`config.mk`:
```
export PLATFORM = sky130hd
export DESIGN_NAME = rtc_hms_counter
export DESIGN_NICKNAME = d
export VERILOG_FILES = /design/src/rtl/rtc_pkg.sv /design/src/rtl/rtc_prescaler.sv /design/src/rtl/rtc_hms_counter.sv
export SDC_FILE = /design/constraint.sdc
export NUM_CORES = 1
export LEC_CHECK = 0
export ABC_CLOCK_PERIOD_IN_PS = 2800
export BUFFER_PORTS_ARGS = -buffer_cell sky130_fd_sc_hd__buf_2
export CORE_MARGIN = 2
export CORE_UTILIZATION = 40
export CTS_CLUSTER_DIAMETER = 30
export DETAILED_ROUTE_END_ITERATION = 10
export GPL_TIMING_DRIVEN = 1
export HOLD_SLACK_MARGIN = 0.1
export SLEW_MARGIN = 20
export SYNTH_ARGS = -nofsm -noshare
export SYNTH_HDL_FRONTEND = slang
export SYNTH_SLANG_ARGS = --single-unit
export TNS_END_PERCENT = 100
```
`constraint.sdc`:
```
create_clock -name clk -period 2.8 [get_ports clk]
set_clock_uncertainty 0.1 [all_clocks]
set_input_delay 0.14 -clock clk [delete_from_list [all_inputs] [get_ports clk]]
set_output_delay 0.14 -clock clk [all_outputs]
set_load 0.1 [all_outputs]
```
`src/rtl/rtc_pkg.sv`:
```
// Shared widths, limits and time payload types for the hour/minute/second RTC.
package rtc_pkg;

  localparam int unsigned HOUR_W   = 5;
  localparam int unsigned MIN_W    = 6;
  localparam int unsigned SEC_W    = 6;

  localparam int unsigned HOUR_MAX = 23;
  localparam int unsigned MIN_MAX  = 59;
  localparam int unsigned SEC_MAX  = 59;

  typedef struct packed {
    logic [HOUR_W-1:0] hour;
    logic [MIN_W-1:0]  min;
    logic [SEC_W-1:0]  sec;
  } rtc_time_t;

  typedef struct packed {
    logic [HOUR_W-1:0] hour;
    logic              pm;
  } rtc_hour12_t;

  // Midnight and noon both present as 12; pm flags the afternoon half.
  function automatic rtc_hour12_t to_12h(input logic [HOUR_W-1:0] hour24);
    rtc_hour12_t r;
    r.pm = (hour24 >= HOUR_W'(12));
    if (hour24 == '0) begin
      r.hour = HOUR_W'(12);
    end else if (hour24 > HOUR_W'(12)) begin
      r.hour = hour24 - HOUR_W'(12);
    end else begin
      r.hour = hour24;
    end
    return r;
  endfunction

endpackage

```
`src/rtl/rtc_prescaler.sv`:
```
// Divides enabled clk cycles down to a one-per-second tick; clr restarts the count.
module rtc_prescaler #(
  parameter int unsigned PRESCALE = 100
) (
  input  logic clk,
  input  logic rstn,
  input  logic en,
  input  logic clr,
  output logic tick
);

  localparam int unsigned CNT_W = (PRESCALE > 1) ? $clog2(PRESCALE) : 1;
  localparam logic [CNT_W-1:0] LAST = CNT_W'(PRESCALE - 1);

  logic [CNT_W-1:0] pcnt_q, pcnt_d;

  assign tick = en && (pcnt_q == LAST);

  always_comb begin
    pcnt_d = pcnt_q;
    if (clr) begin
      pcnt_d = '0;
    end else if (en) begin
      pcnt_d = (pcnt_q == LAST) ? '0 : pcnt_q + CNT_W'(1);
    end
  end

  always_ff @(posedge clk) begin
    if (!rstn) begin
      pcnt_q <= '0;
    end else begin
      pcnt_q <= pcnt_d;
    end
  end

endmodule

```
`src/rtl/rtc_hms_counter.sv`:
```
// Time-of-day counter kept in 24h form with prescaler, validated load and 12h presentation.
// Optional alarm comparator is built when RTC_ALARM_EN is defined.
module rtc_hms_counter
  import rtc_pkg::*;
#(
  parameter int unsigned PRESCALE   = 100,
  parameter int unsigned RESET_HOUR = 0,
  parameter int unsigned RESET_MIN  = 0
) (
  input  logic       clk,
  input  logic       rstn,
  input  logic       en,
  input  logic       load,
  input  logic [4:0] load_hour,
  input  logic [5:0] load_min,
  input  logic [5:0] load_sec,
`ifdef RTC_ALARM_EN
  input  logic       alarm_set,
  input  logic [4:0] alarm_hour,
  input  logic [5:0] alarm_min,
  input  logic       alarm_on,
  output logic       alarm_hit,
`endif
  input  logic       mode_12h,
  output logic [4:0] hour,
  output logic       pm,
  output logic [5:0] min,
  output logic [5:0] sec,
  output logic       sec_pulse,
  output logic       day_wrap,
  output logic       load_err
);

  rtc_time_t   time_q, time_d, time_inc;
  rtc_hour12_t hour12;
  logic        sec_pulse_q, sec_pulse_d;
  logic        day_wrap_q, day_wrap_d;
  logic        load_err_q, load_err_d;
  logic        tick, load_ok, at_day_end;

  assign load_ok = load
                && (load_hour <= HOUR_W'(HOUR_MAX))
                && (load_min  <= MIN_W'(MIN_MAX))
                && (load_sec  <= SEC_W'(SEC_MAX));

  rtc_prescaler #(
    .PRESCALE(PRESCALE)
  ) u_prescaler (
    .clk (clk),
    .rstn(rstn),
    .en  (en),
    .clr (load_ok),
    .tick(tick)
  );

  // Ripple-carry increment of the time-of-day.
  always_comb begin
    time_inc = time_q;
    if (time_q.sec == SEC_W'(SEC_MAX)) begin
      time_inc.sec = '0;
      if (time_q.min == MIN_W'(MIN_MAX)) begin
        time_inc.min  = '0;
        time_inc.hour = (time_q.hour == HOUR_W'(HOUR_MAX)) ? '0 : time_q.hour + HOUR_W'(1);
      end else begin
        time_inc.min = time_q.min + MIN_W'(1);
      end
    end else begin
      time_inc.sec = time_q.sec + SEC_W'(1);
    end
  end

  assign at_day_end = (time_q.hour == HOUR_W'(HOUR_MAX))
                   && (time_q.min  == MIN_W'(MIN_MAX))
                   && (time_q.sec  == SEC_W'(SEC_MAX));

`ifdef RTC_ALARM_EN
  logic [HOUR_W-1:0] alarm_hour_q, alarm_hour_d;
  logic [MIN_W-1:0]  alarm_min_q, alarm_min_d;
  logic              alarm_hit_q, alarm_hit_d;
  logic              alarm_ok;

  assign alarm_ok = alarm_set
                 && (alarm_hour <= HOUR_W'(HOUR_MAX))
                 && (alarm_min  <= MIN_W'(MIN_MAX));
`endif

  // A valid load overrides the tick; a rejected load lets counting proceed.
  always_comb begin
    time_d      = time_q;
    sec_pulse_d = 1'b0;
    day_wrap_d  = 1'b0;
    load_err_d  = load && !load_ok;
    if (load_ok) begin
      time_d = '{hour: load_hour, min: load_min, sec: load_sec};
    end else if (tick) begin
      time_d      = time_inc;
      sec_pulse_d = 1'b1;
      day_wrap_d  = at_day_end;
    end
`ifdef RTC_ALARM_EN
    alarm_hour_d = alarm_hour_q;
    alarm_min_d  = alarm_min_q;
    alarm_hit_d  = !load_ok && tick && alarm_on
                && (time_inc.hour == alarm_hour_q)
                && (time_inc.min  == alarm_min_q)
                && (time_inc.sec  == '0);
    if (alarm_ok) begin
      alarm_hour_d = alarm_hour;
      alarm_min_d  = alarm_min;
    end
    if (alarm_set && !alarm_ok) begin
      load_err_d = 1'b1;
    end
`endif
  end

  always_ff @(posedge clk) begin
    if (!rstn) begin
      time_q      <= '{hour: HOUR_W'(RESET_HOUR), min: MIN_W'(RESET_MIN), sec: '0};
      sec_pulse_q <= 1'b0;
      day_wrap_q  <= 1'b0;
      load_err_q  <= 1'b0;
    end else begin
      time_q      <= time_d;
      sec_pulse_q <= sec_pulse_d;
      day_wrap_q  <= day_wrap_d;
      load_err_q  <= load_err_d;
    end
  end

`ifdef RTC_ALARM_EN
  always_ff @(posedge clk) begin
    if (!rstn) begin
      alarm_hour_q <= '0;
      alarm_min_q  <= '0;
      alarm_hit_q  <= 1'b0;
    end else begin
      alarm_hour_q <= alarm_hour_d;
      alarm_min_q  <= alarm_min_d;
      alarm_hit_q  <= alarm_hit_d;
    end
  end

  assign alarm_hit = alarm_hit_q;
`endif

  assign hour12    = to_12h(time_q.hour);
  assign hour      = mode_12h ? hour12.hour : time_q.hour;
  assign pm        = hour12.pm;
  assign min       = time_q.min;
  assign sec       = time_q.sec;
  assign sec_pulse = sec_pulse_q;
  assign day_wrap  = day_wrap_q;
  assign load_err  = load_err_q;

endmodule

```
### After elaboration in Yosys (flattened, before gate mapping)

Cells that the tools add are included.

* flip-flop bits (word level): 27
* bits in latches: 0
* RAM bits: 0
* ROM bits: 0
* memories kept: 0

* add/sub/neg operators: 5
* multiply operators: 0
* divide/modulo/power cells: 0
* order comparisons: 5
* equal/unequal tests: 4
* shift-type cells: 0
* muxes and demuxes: 12
* bitwise logic cells: 2
* reductions and logical operators: 16

Operator list (count)
* $mux W17: 2
* $mux W5: 5
* $add A6 B1 Y6 const B: 2
* $eq A6 B6 Y1 const B: 2
* $le A6 B6 Y1 const B: 2
* $mux W6: 2
* $mux W11: 1
* $add A7 B1 Y7 const B: 1
* $eq A7 B7 Y1 const B: 1
* $logic_and A1 B1 Y1: 7
* $mux W7: 1
* $reduce_bool A2 Y1: 3
* $add A5 B1 Y5 const B: 1
* $eq A5 B5 Y1 const B: 1
* $ge A5 B4 Y1 const B: 1
* $gt A5 B4 Y1 const B: 1
* $le A5 B5 Y1 const B: 1
* $logic_not A5 Y1: 1
* $sub A5 B4 Y5 const B: 1
* $reduce_and A3 Y1: 1
* $reduce_or A3 Y1: 1
* $not A1 Y1: 2
* $reduce_and A2 Y1: 1
* $reduce_or A2 Y1: 1
* other kinds (2): 2

### Longest topological paths before layout

Gate-level depths: netlist (run 1).

* word-level depth: 6
* gate-level depth with buffers: 7
* gate-level depth less buffers: 6

### Cells and area by module

Synthesis (run 1) repeated with hierarchy kept, for this count alone.

* cells, all modules: 211
* area, all modules: 1786.7 sq um

By module, submodules not included
* rtc_hms_counter: times used 1, cells an instance 175, area an instance 1411.4 sq um
* rtc_prescaler: times used 1, cells an instance 36, area an instance 375.4 sq um

### Worst setup path after synthesis (run 1)

OpenSTA, ideal clock, no wires.

* path kind: register -> output
* start point: register time_q[14] (netlist bit)
* end point: output port hour[3]
* data arrival time: 3.069 ns
* slack: -0.509 ns
* cell stages (with the launch flop): 6
* buffers on the path: 0
* path through: dfxtp_1 -> ha_1 -> nand2_1 -> a31oi_1 -> nor3b_1 -> o21ai_0

* longest elaborated chain between the ends: 4
* elaborated cells between the ends (all ways): 6
* those cells by class: 1 x add/sub; 1 x order compare; 3 x mux; 1 x reduce/logical

Ends and longest elaborated chain
* from (decl): line rtc_hms_counter.sv:34 `rtc_time_t time_q, time_d, time_inc;`
* from (signal assigned): line rtc_hms_counter.sv:119 `time_q <= '{hour: HOUR_W'(RESET_HOUR), min: MIN_W'(RESET_MIN), sec: '0};`
* from (signal assigned): line rtc_hms_counter.sv:124 `time_q <= time_d;`
* $sub A5 B4 Y5 / $gt A5 B4 Y1 (equally long branches): line rtc_pkg.sv:30, rtc_pkg.sv:29
* $mux W5: line rtc_pkg.sv:29 `end else if (hour24 > HOUR_W'(12)) begin`
* $mux W5 (*): line rtc_pkg.sv:27 `if (hour24 == '0) begin`
* $mux W5 (*): line rtc_hms_counter.sv:148 `assign hour = mode_12h ? hour12.hour : time_q.hour;`
* to (decl): line rtc_hms_counter.sv:25 `output logic [4:0] hour,`

Every way passes the cells marked *; elsewhere a longest branch is shown, timed or not.

### Worst setup path in the final report (run 1)

* start point: register time_q[15] (netlist bit)
* end point: output port hour[3]

* longest elaborated chain between the ends: 4
* elaborated cells between the ends (all ways): 6
* those cells by class: 1 x add/sub; 1 x order compare; 3 x mux; 1 x reduce/logical

Ends and longest elaborated chain (line)
* $sub A5 B4 Y5 / $gt A5 B4 Y1 (equally long branches): rtc_pkg.sv:30, rtc_pkg.sv:29
* $mux W5: rtc_pkg.sv:29
* $mux W5: rtc_pkg.sv:27
* $mux W5 (*): rtc_hms_counter.sv:148

Marked as above.

==> impl_metrics.ini, run 1 <==
[outcome]
status = finished clean

[timing]
max_slew.worst_pin.slew_ns = 0.525
fin_crit_ns = 2.21
setup_ws_ns = 0.592
rsz0062_at_grt = false
hold_viol_final = 0
slew_violations = 0
tns_ns = 0
setup_violations = 0
slew_headroom = 0.650
fmax_ghz = 0.453
fin_crit_sh = 0.789

[route]
firstDrtPassIters = 4
vias_per_cell = 5.56
routed_wl_um = 4410
drtIter0Drc = 95
drc = 0
routedWlPerCell_um = 14.2
num_vias = 1729
detail-route-antenna-nets = 0

[clock_tree]
h-tree-depth = 1
cts_setup_buffers = 0
clock_latency_ns = 0.27
numCtsBuffers = 3
clockRootBuffer = clkbuf_8
ctsHoldBuffers = 13
post_cts_resize_count = 0
clk_transition_reported_paths_ns = 0.09
cts_tree = done
clock_path_buffers = 2
cts.sinks = 27

[synthesis]
yosysTopAreaCell = dfxtp_1
synth_seq_area_share = 0.309
ys.flop_type = dfxtp_1
yosysMostFrequentCell = dfxtp_1
ys_types = 46
yosys_register_bits = 27
synthCells = 220
synth_edf_count = 0
yosysTopAreaCellShare = 0.309
synthTopCellsByCount = dfxtp_1 (27), o21ai_0 (21), nor2_1 (17)
netlist_area_sq_mm = 0.00175
syn_nets = 250
synthTopCellsByArea = dfxtp_1 (31%), o21ai_0 (6.0%), ha_1 (5.7%), buf_4 (5.6%), nand4_1 (4.3%)
yosysWarnings = 0
syn_avg_cell_area_sq_um = 7.95
async_reset_ff_frac = 0

[floorplanning]
die_area_sq_mm = 0.00492
core_area_sq_mm = 0.00429
ios = 43
chipWidth_um = 70.1
initial_core_util = 0.407
die_y_um = 70.1
num_rows = 24

[power_and_ir_drop]
p_seq_frac = 0.439
p_switching_uw = 402
vdd_ir_drop_max_mv = 0.204
leakage_uw = 0.000852
p_int_uw = 588
power_frac_clock = 0.226
cellPowerDensity_mw_per_mm2 = 475
power_frac_comb = 0.335
p_sw_frac = 0.406

[cells_and_area]
drive_gt1_frac = 0.201
nets = 290
stdcell_area_sq_mm = 0.00208
layoutNonFillerInstCount = 311
utilization = 0.485
syn2layout_area_growth_pct = 19.1
antenna_cells = 0

[grt]
antenna_found_initial = 0
grt_start_max_net_pins = 31
grt.overflow.total = 0
grtUsageTotal = 0.184
first_global_vias = 1634
grt_first_pass_wirelength_um = 7500

[critical_path]
worstSetupStartpointType = flip-flop
worst_ep_arrival_time_ns = 1.97
cp_max_fo = 7
end_kind = primary output
cp.required_ns = 2.56
criticalPathCategory = flip-flop to primary output

[placed_design]
gp_congestion = 0.843
port_buffers = 42
hpwlAfterDp_um = 3140
placed_cells_incl_taps = 294
dpl_worst_slack_ns = 0.736
dpl-instance-area_sq_mm = 0.00191

[min_path]
holdCritPathClass = input pin to flip-flop

[run]
maxCapViolCount = 0
[critical path: stages (launching register included)]
cell and delay [ns]:
dfxtp_1 0.47, ha_1 0.26, nand2_1 0.09, a31oi_1 0.24
nor3b_1 0.08, o21ai_1 0.12, buf_2 0.43
[layout by cell type (no fill, tap or decap), types with 4 or more instances in the layout]
cell	count
buf_2	42
dlygate4sd3_1	13
nand4_1	12
a311oi_1	4
xnor2_1	4
o21ai_0	19
a31oi_1	11
nor2_1	17
nand2_1	15
inv_1	7
ha_1	8
dfxtp_1	27
a21oi_1	10
nand3_1	12
[path summary, 6_finish.rpt]
| check | from | to | slack (ns) | cells past startpoint |
|---|---|---|---|---|
| worst min register to register | u_prescaler.pcnt_q[1] | u_prescaler.pcnt_q[1] | 0.41 | 2 |
| worst max-delay path | time_q[15] | hour[3] | 0.59 | 6 |
| worst max register to register | sec[0] | min[4] | 0.69 | 5 |
| worst min-delay path | load_min[3] | min[3] | 0.11 | 3 |
[registers in the layout, summed over array words and instances, names as in the netlist]
signal / flops
min: 6
time_q: 5
sec: 6
day_wrap: 1
sec_pulse: 1
load_err: 1
u_prescaler.pcnt_q: 7
[per-layer routing]
| layer | up-vias | wire [um] | GRT usage |
|---|---|---|---|
| met4 | 0 | 42 | 0.0406 |
| met1 | 802 | 2260 | 0.250 |
| met3 | 6 | 147 | 0.0274 |
| met2 | 31 | 1960 | 0.309 |
| met5 | - | 0 | 0 |
| li1 | 890 | - | - |
[area by class of cell]
type / count / area (sq um)
fillers: 447 / 2210
repair buffers: 58 / 363
flip-flops and latches: 27 / 541
multi-input cells: 163 / 1040
well taps: 52 / 65.1
clock buffers: 4 / 45.0
inverters: 7 / 26.3
[cells by family (layout without fill, tap and decap cells)]
family / after synthesis / after routing / share of synthesized area
adder cells (fa/ha/maj): 8 / 8 / 0.0572
AO/OA/AOI/OAI: 64 / 64 / 0.231
AND/OR/NAND/NOR: 85 / 85 / 0.278
buffers and inverters: 30 / 69 / 0.0944
XOR/XNOR: 6 / 6 / 0.0300
flip-flops: 27 / 27 / 0.309
[through the flow]
stage	power (uW)	hold slack [ns]
after global routing	1040	0.115
after global placement	760	0.283
final	989	0.106
after CTS	997	0.101
after detailed placement	761	0.290
after floorplan	712	0.178
[power groups by stage]
| stage | registers, uW | clock network (uW) | logic [uW] |
|---|---|---|---|
| 2_1_floorplan | 440 | 0 | 272 |
| 3_3_place_gp | 443 | 0 | 317 |
| 3_5_place_dp | 443 | 0 | 318 |
| 4_1_cts | 434 | 231 | 332 |
| 5_1_grt | 439 | 249 | 353 |
| 6_report | 435 | 224 | 331 |
(Power assumes the default switching activity.)
==> run 2, diff against run 1 <==
ABC_CLOCK_PERIOD_IN_PS = 2300   (was 2800)
clock period = 2.3 ns   (was 2.8 ns; I/O delays follow)
==> run 2 against run 1 <==
Against the previous run: combinational power rose by 26%; sequential cell count unchanged; critical path type is now flip-flop to flip-flop; largest power group unchanged; clock power is 24% higher; final cell count increased by 1.6%; sequential share of layout area fell by 0.77 points; critical endpoint is now min[4]; wire length fell by 0.20%; register-to-register slack lost 0.53 ns; setup slack got worse by 0.43 ns; via count up 1.9%.
==> impl_metrics.ini, run 2 (synthesized netlist as in run 1, its figures left out) <==
[timing]
slew_headroom = 0.676
fin_crit_sh = 0.928
fin_crit_ns = 2.14
rsz0062_at_grt = false
hold_viol_final = 0
setup_violations = 0
slew_violations = 0
fmax_ghz = 0.468
max_slew.worst_pin.slew_ns = 0.486

[power_and_ir_drop]
cellPowerDensity_mw_per_mm2 = 569
power_frac_clock = 0.227
p_sw_frac = 0.409
p_int_uw = 722
p_seq_frac = 0.433
power_frac_comb = 0.340
leakage_uw = 0.000879
p_switching_uw = 500
vdd_ir_drop_max_mv = 0.278

[critical_path]
r2r_start = sec[0]
reg2reg_to = min[4]
r2r_slack_ns = 0.16
criticalPathCategory = flip-flop to flip-flop
worstSetupStartpointType = flip-flop
cp_max_fo = 7
r2r_cells = 5
cp.required_ns = 2.39
end_kind = flip-flop
worst_ep_arrival_time_ns = 2.22

[floorplanning]
initial_core_util = 0.407
die_area_sq_mm = 0.00492
chipWidth_um = 70.1
num_rows = 24
die_y_um = 70.1
core_area_sq_mm = 0.00429
ios = 43

[run]
maxCapViolCount = 0

[clock_tree]
clockRootBuffer = clkbuf_8
numCtsBuffers = 3
h-tree-depth = 1
clock_latency_ns = 0.28
cts.sinks = 27
clock_path_buffers = 2
cts_setup_buffers = 0
cts_tree = done
clk_transition_reported_paths_ns = 0.10

[placed_design]
hpwlAfterDp_um = 3170
port_buffers = 42
gp_congestion = 0.800
dpl-instance-area_sq_mm = 0.00193

[route]
firstDrtPassIters = 4
num_vias = 1761
drtIter0Drc = 159
routed_wl_um = 4400
drc = 0
detail-route-antenna-nets = 0
vias_per_cell = 5.57
routedWlPerCell_um = 13.9

[cells_and_area]
utilization = 0.500
syn2layout_area_growth_pct = 22.7
final_cell_mix = buf_2 (40), dfxtp_1 (27), o21ai_0 (19)
drive_gt1_frac = 0.216
final_common_cell = buf_2
register_area_sq_um = 541
nets = 295
antenna_cells = 0
fillerInstances = 448
stdcell_area_sq_mm = 0.00215
largest_register_ffs = 7
multi_input_area_sq_mm = 0.00105
top_register = u_prescaler.pcnt_q

[grt]
first_global_vias = 1662
grt_start_max_net_pins = 31
grt.overflow.total = 0
grt_first_pass_wirelength_um = 7710
grtUsageTotal = 0.188
antenna_found_initial = 0

[min_path]
holdCritPathClass = input pin to flip-flop
hp-start = load_sec[3]
hold_depth = 3
hold_end = sec[3]

[outcome]
status = finished clean
==> run 2: changes by cell type in the layout (fill, tap and decap cells not counted), moves of 2 or more <==
| cell | delta |
|---|---|
| dlygate4sd3_1 | +4 |
| clkbuf_4 | +2 |
| buf_2 | -2 |
| o21ai_1 | -2 |
| o21ai_2 | +2 |
==> run 2: per-layer routing <==
metal / global-route usage / vias to the layer above / routed length [um]
met1: 0.265 / 807 / 2080
met2: 0.305 / 51 / 2020
met4: 0.0256 / 0 / 15
met5: 0 / - / 0
li1: - / 899 / -
met3: 0.0390 / 4 / 290
==> run 2: power groups by stage <==
stage	clock, uW	combinational (uW)	sequential [uW]
after floorplan	0	335	535
after global placement	0	390	538
after detailed placement	0	390	540
after CTS	285	413	529
after global routing	312	440	536
final	277	416	530
==> run 2: critical path, stage by stage, from the launching register on <==
cell	delay, ns
dfxtp_1	0.41
ha_1	0.24
and4_1	0.35
nand4_2	0.16
or4_1	0.52
a311oi_1	0.26
==> run 2: what timing repair did <==
| action | 4_1_cts | 5_1_grt |
|---|---|---|
| resized for setup | 0 | 2 |
| endpoints found under the setup margin | 0 | 2 |
| hold buffers | 17 | 0 |
| hold endpoints to repair | 18 | 0 |
==> run 2: how the worst max path moves through the flow <==
stage | to | startpoint | slack [ns] | cells after the start
2_1_floorplan | hour[0] | time_q[14] | -0.10 | 5
3_3_place_gp | min[4] | sec[0] | 0.28 | 5
3_5_place_dp | min[4] | sec[0] | 0.20 | 5
4_1_cts | hour[3] | time_q[14] | 0.12 | 6
5_1_grt | min[4] | sec[0] | 0.003 | 5
6_report | min[4] | sec[0] | 0.16 | 5
==> run 2: final cells by class <==
cell class / count / area share
tap: 52 / 0.0303
clock inverter: 1 / 0.00233
sequential: 27 / 0.252
multi-input combinational: 163 / 0.491
inverter: 7 / 0.0122
timing repair buffer: 63 / 0.193
clock buffer: 3 / 0.0192
==> run 2: metrics by stage <==
step / setup slack [ns] / TNS (ns) / hold slack (ns) / instances / total power [uW]
floorplan: -0.105 / -0.210 / 0.153 / 220 / 871
global placement: 0.281 / 0 / 0.259 / 295 / 928
detailed placement: 0.204 / 0 / 0.267 / 295 / 930
CTS: 0.120 / 0 / 0.108 / 316 / 1230
global route: 0.00289 / 0 / 0.131 / 316 / 1290
finish: 0.165 / 0 / 0.111 / 316 / 1220
==> run 3, diff against run 2 <==
CORE_UTILIZATION = 53   (was 40)
MAX_ROUTING_LAYER = met4   (was not set)
PLACE_DENSITY = 0.79   (was not set)
==> run 3 against run 2 <==
Against the previous run: core utilization rose by 20 points; setup slack got worse by 0.034 ns; die area fell by 23%; critical path depth rose by 1; global-route usage rose by 7.2 points; fmax fell by 1.6%; sequential share of layout area fell by 0.35 points; cell area rose by 1.6%; largest cell class unchanged; largest power group unchanged.
==> impl_metrics.ini, run 3 (synthesized netlist as in run 1, its figures left out) <==
[critical_path]
end_kind = primary output
cp_max_fo = 7
cp.required_ns = 2.09
worstPathCellList = ha_1 > nand2_1 > a31oi_1 > nor3b_1 > o21ai_2 > clkbuf_4
r2r_start = sec[0]
worstSetupStartpointType = flip-flop
r2r_slack_ns = 0.21
reg2reg_to = min[4]
r2r_cells = 5
crit_start = time_q[15]
cpPeakStageDelay_ns = 0.50
worst_ep_arrival_time_ns = 1.95
criticalPathCategory = flip-flop to primary output
crit_slowest_cell = dfxtp_1

[route]
drtIter0Drc = 108
routed_wl_um = 4430
vias_per_cell = 5.84
routedWlPerCell_um = 14.1
detail-route-antenna-nets = 0
drc = 0
num_vias = 1833
firstDrtPassIters = 4

[floorplanning]
initial_core_util = 0.564
num_rows = 20
chipWidth_um = 61.5
die_area_sq_mm = 0.00378
core_area_sq_mm = 0.00310
die_y_um = 61.5
ios = 43

[placed_design]
hpwlAfterDp_um = 2990
dpl_worst_slack_ns = 0.231
port_buffers = 42
gp_congestion = 0.863

[timing]
slew_violations = 0
hold_viol_final = 0
fin_crit_sh = 0.943
setup_violations = 0
setup_ws_ns = 0.131
fin_crit_ns = 2.17
holdWs_ns = 0.417
max_slew.worst_pin.slew_ns = 0.490
fmax_ghz = 0.461
slew_headroom = 0.675

[grt]
grt_first_pass_wirelength_um = 7250
first_global_vias = 1608
antenna_found_initial = 0
grtUsageTotal = 0.260
grt.overflow.total = 0
grt_start_max_net_pins = 22

[clock_tree]
numCtsBuffers = 3
clk_transition_reported_paths_ns = 0.15
cts_setup_buffers = 0
clock_latency_ns = 0.33
cts.sinks = 27
cts_tree = done
clock_path_buffers = 2
h-tree-depth = 1
clockRootBuffer = clkbuf_4

[power_and_ir_drop]
leakage_uw = 0.000894
vdd_ir_drop_max_mv = 0.491
cellPowerDensity_mw_per_mm2 = 536

[cells_and_area]
top_register = u_prescaler.pcnt_q
nets = 301
syn2layout_area_growth_pct = 24.7
largest_register_ffs = 7
fillerInstances = 271
register_area_sq_um = 542
final_common_cell = buf_2
drive_gt1_frac = 0.211
antenna_cells = 0
final_cell_mix = buf_2 (40), dfxtp_1 (26), dlygate4sd3_1 (24)
multi_input_area_sq_mm = 0.00105

[outcome]
status = finished clean

[min_path]
holdCritPathClass = flip-flop to flip-flop
hold_depth = 2
hold_end = u_prescaler.pcnt_q[1]
hp-start = u_prescaler.pcnt_q[1]

[run]
maxCapViolCount = 0
run 3: cell types whose count changed in the layout (fill, tap and decap cells not counted), sizes merged:
cell / delta
dlygate4sd3: +7
clkbuf: -1
run 3: final cells by class:
cell class,count,area share
clock buffer,3,0.0103
tap,44,0.0252
multi-input combinational,163,0.483
timing repair buffer,69,0.219
inverter,7,0.0120
sequential,27,0.248
clock inverter,1,0.00229
run 3: how the worst max path moves through the flow:
stage	end	cells past startpoint
2_1_floorplan	hour[0]	5
3_3_place_gp	min[4]	5
3_5_place_dp	min[4]	5
4_1_cts	hour[3]	6
5_1_grt	hour[3]	6
6_report	hour[2]	6
run 3: power by group:
group	leakage [uW]	switching [uW]	internal, uW	total, uW
clock	0.0000177	145	65.4	211
combinational	0.000655	313	116	429
sequential	0.000222	35.3	495	530
total	0.000894	494	676	1170
run 3: critical path: cells and delay by family (launching register included):
family | cells | cell delay, ns
and+or+nand+nor | 2 | 0.18
adders and majority gates | 1 | 0.27
buffers and inverters | 1 | 0.33
DFF | 1 | 0.50
AOI/OAI and AO/OA | 2 | 0.33
run 3: repair_timing:
item	4_1_cts	5_1_grt
endpoints found under the setup margin	0	2
endpoints found under the hold margin	20	0
gates resized for setup	0	4
hold buffers	24	0
run 3: per-stage QoR:
step | utilization | power (uW) | instances | cell area, sq um | TNS [ns]
after detailed placement | 0.615 | 927 | 286 | 1910 | 0
after global routing | 0.703 | 1220 | 314 | 2180 | -0.00168
after floorplan | - | 871 | 220 | 1760 | -0.210
final | 0.703 | 1170 | 314 | 2180 | 0
after global placement | 0.615 | 924 | 286 | 1910 | 0
after CTS | 0.701 | 1170 | 314 | 2180 | 0
run 3: per-layer routing:
metal,part of all wire,global-route usage,wire (um)
met4,0.021,0.0790,95
met1,0.45,0.338,2000
met3,0.065,0.0546,287
met5,0,-,0
met2,0.46,0.407,2060
